==> config.mk <==
export PLATFORM = sky130hd
export DESIGN_NAME = instr_queue_reg
export DESIGN_NICKNAME = d
export VERILOG_FILES = /design/src/rtl/instr_pkg.sv /design/src/rtl/instr_queue_reg_iq_storage.sv /design/src/rtl/instr_queue_reg.sv
export SDC_FILE = /design/constraint.sdc
export NUM_CORES = 1
export LEC_CHECK = 0
export ABC_AREA = 1
export CAP_MARGIN = 20
export CORE_ASPECT_RATIO = 0.7
export CORE_MARGIN = 4
export CORE_UTILIZATION = 30
export DETAILED_ROUTE_END_ITERATION = 10
export PLACE_DENSITY = 0.55
export SYNTH_ARGS = -nofsm -noshare
export SYNTH_HDL_FRONTEND = slang
export SYNTH_SLANG_ARGS = --single-unit
export TNS_END_PERCENT = 30
==> constraint.sdc <==
create_clock -name Clk -period 2.2 [get_ports Clk]
set_input_delay 0.44 -clock Clk [delete_from_list [all_inputs] [get_ports Clk]]
set_output_delay 0.44 -clock Clk [all_outputs]
set_load 0.02 [all_outputs]
==> src/rtl/instr_pkg.sv <==
// Shared definitions for the fetch/decode instruction queue.
// Default word layout is {opcode[7:4], operand[3:0]}.
package instr_pkg;

  localparam int INST_W_DEF = 8;
  localparam int OPC_W_DEF  = 4;
  localparam int OPD_W_DEF  = INST_W_DEF - OPC_W_DEF;

  localparam logic [OPC_W_DEF-1:0] OP_NOP = 4'h0;
  localparam logic [OPC_W_DEF-1:0] OP_ADD = 4'h1;
  localparam logic [OPC_W_DEF-1:0] OP_SUB = 4'h2;
  localparam logic [OPC_W_DEF-1:0] OP_AND = 4'h3;
  localparam logic [OPC_W_DEF-1:0] OP_OR  = 4'h4;
  localparam logic [OPC_W_DEF-1:0] OP_LDA = 4'h5;
  localparam logic [OPC_W_DEF-1:0] OP_STA = 4'h6;
  localparam logic [OPC_W_DEF-1:0] OP_JMP = 4'h7;

  typedef struct packed {
    logic [OPC_W_DEF-1:0] opc;
    logic [OPD_W_DEF-1:0] opd;
  } inst_t;

  function automatic inst_t split_inst(
    input logic [INST_W_DEF-1:0] w
  );
    inst_t r;
    r.opc = w[INST_W_DEF-1 -: OPC_W_DEF];
    r.opd = w[OPD_W_DEF-1:0];
    return r;
  endfunction

endpackage

==> src/rtl/instr_queue_reg_iq_storage.sv <==
// Queue storage: DEPTH x INST_W registers, one write port,
// one asynchronous read port. Contents are intentionally not reset.
module iq_storage #(
  parameter int INST_W = 8,
  parameter int DEPTH  = 4,
  parameter int AW     = $clog2(DEPTH)
) (
  input  logic              Clk,
  input  logic              we,
  input  logic [AW-1:0]     waddr,
  input  logic [INST_W-1:0] wdata,
  input  logic [AW-1:0]     raddr,
  output logic [INST_W-1:0] rdata
);

  logic [INST_W-1:0] mem [DEPTH];

  always_ff @(posedge Clk) begin
    if (we) begin
      mem[waddr] <= wdata;
    end
  end

  assign rdata = mem[raddr];

endmodule

==> src/rtl/instr_queue_reg.sv <==
// Instruction register with in-order prefetch queue (fetch -> decode).
// Optional IQ_BYPASS_EN: empty-queue words reach OpCode/Operand same cycle.
module instr_queue_reg
  import instr_pkg::*;
#(
  parameter int INST_W = INST_W_DEF,
  parameter int OPC_W  = OPC_W_DEF,
  parameter int DEPTH  = 4
) (
  input  logic                       Clk,
  input  logic                       Rst,
  input  logic                       Flush,
  input  logic                       In_Valid,
  output logic                       In_Ready,
  input  logic [INST_W-1:0]          Inst,
  output logic                       Out_Valid,
  input  logic                       Out_Ready,
  output logic [OPC_W-1:0]           OpCode,
  output logic [INST_W-OPC_W-1:0]    Operand,
  output logic [$clog2(DEPTH+1)-1:0] Count
);

  localparam int AW = $clog2(DEPTH);
  localparam int CW = $clog2(DEPTH + 1);

  logic [AW-1:0]     rd_ptr;
  logic [AW-1:0]     wr_ptr;
  logic [CW-1:0]     cnt;
  logic [CW-1:0]     cnt_nxt;
  logic [INST_W-1:0] rd_data;
  logic [INST_W-1:0] head;
  logic              empty;
  logic              full;
  logic              byp;
  logic              push;
  logic              pop;
  logic              wr_en;
  logic              rd_adv;

  assign empty = (cnt == '0);
  assign full  = (cnt == CW'(DEPTH));
  assign Count = cnt;

  always_comb begin
    In_Ready = !Rst && !full;
    byp      = 1'b0;
`ifdef IQ_BYPASS_EN
    byp      = empty && In_Valid && !Rst && !Flush;
`endif
    Out_Valid = !empty || byp;
    head      = byp ? Inst : rd_data;
    push      = In_Valid && In_Ready;
    pop       = Out_Valid && Out_Ready;
    // a bypassed word that is consumed at once never occupies a slot
    wr_en     = push && !(byp && Out_Ready);
    rd_adv    = pop && !byp;
    cnt_nxt   = cnt + CW'(wr_en) - CW'(rd_adv);
    OpCode    = Out_Valid ? head[INST_W-1 -: OPC_W] : '0;
    Operand   = Out_Valid ? head[INST_W-OPC_W-1:0] : '0;
  end

  always_ff @(posedge Clk) begin
    if (Rst || Flush) begin
      rd_ptr <= '0;
      wr_ptr <= '0;
      cnt    <= '0;
    end else begin
      if (wr_en) begin
        wr_ptr <= wr_ptr + AW'(1);
      end
      if (rd_adv) begin
        rd_ptr <= rd_ptr + AW'(1);
      end
      cnt <= cnt_nxt;
    end
  end

  iq_storage #(
    .INST_W (INST_W),
    .DEPTH  (DEPTH)
  ) u_storage (
    .Clk   (Clk),
    .we    (wr_en && !Flush),
    .waddr (wr_ptr),
    .wdata (Inst),
    .raddr (rd_ptr),
    .rdata (rd_data)
  );

endmodule

# After elaboration in Yosys (flattened, before gate mapping)

Memories as Yosys holds them, arrays and structs flattened. A register that Yosys moved wholly into a read port is not among the register bits.
Index checks and enable logic that the tools add are counted.

Latch bits: 0
Bits in writable memories: 32
Output and inout port bits: 13
Input port bits: 13
Bits in registers: 7
Memories kept: 1
Memory bits (read-only): 0

Shifts and indexed selects: 0
Divide/modulo/power cells: 0
$add $sub $neg: 4
Order comparisons: 0
Bitwise logic cells: 0
Reduce and logical (&&, ||, !) cells: 10
Equality and inequality tests: 1
Muxes and demuxes: 6
$mul: 0

Memory list:

| memory        | depth | width | read ports | clocked after memory_dff | wr ports | line                             | source |
|---|---|---|---|---|---|---|---|
| u_storage.mem | 4     | 8     | 1          | 1                        | 1        | instr_queue_reg_iq_storage.sv:16 | `logic [INST_W-1:0] mem [DEPTH];` |

Operator list:

| cell                                         | count |
|---|---|
| 2-to-1 mux 4 bit                             | 2 |
| adder 2 x 1 -> 2 bit (second input constant) | 2 |
| logical AND 1 bit                            | 4 |
| zero test 1 bit                              | 4 |
| 2-to-1 mux 2 bit                             | 2 |
| adder 3 x 1 -> 3 bit                         | 1 |
| equality test 3 bit (second input constant)  | 1 |
| zero test 3 bit                              | 1 |
| subtractor 3 x 1 -> 3 bit                    | 1 |
| 2-to-1 mux 1 bit                             | 2 |
| logical OR 1 bit                             | 1 |

# Logic depth before layout (Yosys ltp)

Gate-level depths: netlist (run 1).

Depth in word-level cells: 7
Mapped depth: 11
Depth with buffers taken out: 11

# Hierarchy

From an unflattened synthesis (run 1), not the netlist that was laid out.

Cell total of the unflattened synthesis: 207
Area, all modules: 1883.1 µm²

Modules (own cells, without submodules):

| module          | area an instance (µm²) | times used | cells each |
|---|---|---|---|
| iq_storage      | 1387.6                 | 1          | 133 |
| instr_queue_reg | 495.5                  | 1          | 74 |

# Worst setup path before layout (run 1)

No wires, ideal clock.

Kind: flip-flop to flip-flop
Start: register cnt[1] (netlist: Count[1])
End: register cnt[2] (netlist: Count[2])
Stages on the path, launching flop included: 12
Period minus slack after synthesis: 2002 ps
Data arrival time: 1886 ps
Buffers on the path: 0
Setup slack: 198 ps
Data required time: 2084 ps
Library setup time: 116 ps
Path through: dfxtp_1 -> nor2_4 -> nand2_4 -> nand2_4 -> inv_1 -> ha_1 -> inv_1 -> ha_1 -> fa_1 -> inv_1 -> and2_1 -> nor2_1

RTL lines:

| what                      | line                  | source |
|---|---|---|
| start: declaration        | instr_queue_reg.sv:28 | `logic [CW-1:0] cnt;` |
| start signal: assignment  | instr_queue_reg.sv:74 | `cnt <= cnt_nxt;` |
| zero test 3 bit           | instr_queue_reg.sv:40 | `assign empty = (cnt == '0);` |
| zero test 1 bit           | instr_queue_reg.sv:50 | `Out_Valid = !empty \|\| byp;` |
| named net Out_Valid       | instr_queue_reg.sv:16 | `output logic Out_Valid,` |
| logical AND 1 bit         | instr_queue_reg.sv:53 | `pop = Out_Valid && Out_Ready;` |
| named net pop             | instr_queue_reg.sv:36 | `logic pop;` |
| subtractor 3 x 1 -> 3 bit | instr_queue_reg.sv:57 | `cnt_nxt = cnt + CW'(wr_en) - CW'(rd_adv);` |

The timed path passes the listed nets, and every way through them passes these cells.
A chain may end at the register's enable or synchronous reset.

==> results.txt, run 1 <==
Status -> finished, final reports clean
Worst setup SP type -> register
Adder-Cell Fraction of Synth Area -> 5.260%
Overall die width -> 100.8 um
Yosys reg bits -> 41
Residual DRC -> 0
Nets@finish -> 224
First-pass GRT wire length -> 5.437 mm
Initial antenna violation count -> 0
Sequential area share after synthesis -> 63.11%
Crit path kind -> reg -> out
Post-synthesis simple-gate area fraction -> 16.89%
Switch Pwr -> 0.3635 mW
EDFF count, synth -> 32
Worst clock skew -> 0.009844 ns
Root Buffer -> clkbuf_8
Clk Latency, worst-skew pair -> 0.28 ns
Vias per inst -> 4.239
Top Ports -> 26
CTS clock-pin slew for the worst setup and hold paths -> 0.08 ns
Worst Path Arrival -> 1.59 ns
Class of the worst hold path -> reg -> reg
# port buffers -> 25
Largest net degree at the start of global routing -> 17
Rows -> 23
Total track usage -> 9.883%
Reg area -> 1142 um2
Area growth from synthesis to layout -> 29.76%
Placer congestion estimate -> 0.7477
RSZ-0062 raised after global routing -> false
Die Ht -> 72.95 um
Crit path time final -> 2.027 ns
Rel. slew slack -> 74.62%
Slew @ Worst Pin -> 0.3792 ns
Largest family of logic cells by synthesized area -> simple AND/OR/NAND/NOR gates
Async SR Flop Fraction -> 0%
F_max -> 493.4 MHz
Multi-input combinational cell area -> 554.3 um2
P_int -> 1.380 mW
Synthesized area -> 1808 um2
Syn_nets -> 183
Worst path required time -> 1.76 ns
Leak -> 0.9506 nW
Multiplexer area fraction after synthesis -> 0%
Max Fanout on Critical Path -> 8
# setup viols final -> 0
Final worst setup slack -> 0.1734 ns
Pre-antenna DRT Iters -> 4
Number of DRC markers in iteration 0 -> 28
Final Cycle Share -> 92.12%
Crit. End Element -> output pin
Clock share of power -> 39.9%
Power Dens Cells -> 743.0 nW/um2
VDD IR max -> 0.2677 mV
Synth cell types -> 23
Compound-Gate Fraction of Synth Area -> 8.028%
Post-CTS Hold Fix Bufs -> 0
CTS Buf Count -> 5
Wire per inst -> 12.06 um
Pre-CTS setup slack -> -0.1088 ns
Syn_area_per_cell -> 11.09 um2
Overflow after GRT -> 0
Core Area -> 5784 um2
Total Routed Length -> 3.377 mm
Comb power frac -> 11.1%
Max H-tree Level -> 2
Number of routed nets with antenna violations -> 0
Sw Share -> 20.86%
Initial Utilization -> 31.26%
Layout cell share with drive strength beyond 1 -> 16.10%
Via count -> 1,187
FILL cells -> 560
Vias in the first global route -> 1,135
Commonest register cell after synthesis -> edfxtp_1
HPWL after DPL -> 2.425 mm
Tot Pwr -> 1.743 mW
Clock Tree Buf Depth -> 2
Die ar. -> 7352 um2
Final Max Tran Viols -> 0
Ant. Diodes -> 0
Yosys warning total -> 0
Xor/xnor share of the synthesized area -> 0.4844%
Final hold viol count -> 0
Mapped Cells -> 163
CTS sink cnt -> 41
Seq pwr share -> 49.0%
Max cap viols -> 0
Clock tree from TritonCTS -> done
-- flip-flops by register name (all words and copies together) (netlist names), named ones only --
| signal | count |
|---|---|
| Count | 3 |
| rd_ptr | 2 |
| u_storage.mem | 32 |
| wr_ptr | 2 |
-- final cells by class --
type	count	area share, %
well taps	75	4.000
clock buffers	5	2.933
flip-flops and latches	41	48.69
inverters	20	3.307
multi-input cells	98	23.63
repair buffers	38	14.67
clock inverters	3	2.773
-- metrics by stage --
step                cell area, um2  hold WS (ns)  utilization (%)  setup TNS, ns  instances
floorplan                     1808        0.4620                -              0        163
CTS                           2342        0.5139            40.49       -0.04338        280
finish                        2346        0.5038            40.56              0        280
global placement              2212        0.4894            38.24        -0.1180        272
global route                  2346        0.5560            40.56              0        280
detailed placement            2212        0.5020            38.24        -0.1982        272
-- cell usage in the layout (no fill, tap or decap), types with 6 or more instances in the layout --
cell,n
clkdlybuf4s50_1,16
nand2_1,9
nor2_1,37
buf_4,13
a21oi_1,12
inv_1,17
edfxtp_1,32
dfxtp_1,8
o21ai_1,10
ha_1,6
o21ai_0,7
-- power groups by stage --
stage	clock network [mW]	registers (mW)	logic, mW
3_3_place_gp	0	0.871	0.202
6_report	0.696	0.854	0.193
3_5_place_dp	0	0.871	0.204
5_1_grt	0.757	0.855	0.213
4_1_cts	0.711	0.854	0.198
2_1_floorplan	0	0.875	0.0996
-- routing by layer --
| metal | global-route usage (%) | wire length [um] |
|---|---|---|
| met5 | 0 | 0 |
| met3 | 3.152 | 176 |
| met1 | 13.10 | 1651 |
| met2 | 15.68 | 1531 |
| met4 | 2.691 | 18 |
-- synth_stat cells, types with 2 or more instances --
cell | count | share of area (%)
a21oi_1 | 12 | 3.3
buf_4 | 2 | 0.83
buf_6 | 2 | 1.2
dfxtp_1 | 9 | 10
edfxtp_1 | 32 | 53
ha_1 | 6 | 4.2
inv_1 | 17 | 3.5
inv_2 | 3 | 0.62
nand2_1 | 9 | 1.9
nand2_4 | 3 | 1.9
nand4_1 | 2 | 0.69
nor2_1 | 37 | 7.7
nor3b_1 | 4 | 1.7
o21ai_0 | 7 | 1.9
o21ai_1 | 10 | 2.8
-- timing repair --
action                     CTS  global route
cloned                       0             0
gates resized for setup      8             5
setup buffers                0             0
setup endpoints to repair    8             4
-- worst max-delay path: stages, from the launching register on --
cell           delay, ns
dfxtp_2             0.43
buf_4               0.19
nor2_1              0.05
nor2_1              0.08
o21ai_0             0.08
a21oi_1             0.13
dlygate4sd2_1       0.34
-- kinds of logic after synthesis --
logic type / count (synthesis)
simple gates: 61
flops: 41
compound gates: 29
buf+inv: 24
fa+ha+maj: 7
xor+xnor: 1
-- worst paths after layout --
check / slack (ns) / from / cells after the start / to
hold reg to reg: 0.50 / rd_ptr[1]$_SDFFE_PP0P_ / 2 / register
hold / removal: 0.50 / rd_ptr[1]$_SDFFE_PP0P_ / 2 / register
setup / recovery: 0.17 / register / 6 / OpCode[1]
setup reg to reg: 0.26 / Count[1]$_SDFF_PP0_ / 11 / Count[2]$_SDFF_PP0_
(Power assumes the default switching activity.)
==> inputs of run 2 (changes only) <==
--- a/config.mk
+++ b/config.mk
@@ -6,11 +6,13 @@
 export NUM_CORES = 1
 export LEC_CHECK = 0
 export ABC_AREA = 1
+export ABC_CLOCK_PERIOD_IN_PS = 2200
 export CAP_MARGIN = 20
 export CORE_ASPECT_RATIO = 0.7
 export CORE_MARGIN = 4
 export CORE_UTILIZATION = 30
 export DETAILED_ROUTE_END_ITERATION = 10
+export GPL_ROUTABILITY_DRIVEN = 1
 export PLACE_DENSITY = 0.55
 export SYNTH_ARGS = -nofsm -noshare
 export SYNTH_HDL_FRONTEND = slang
==> results of run 2 <==
Final layout, timing and power as in run 1 (identical DEF).
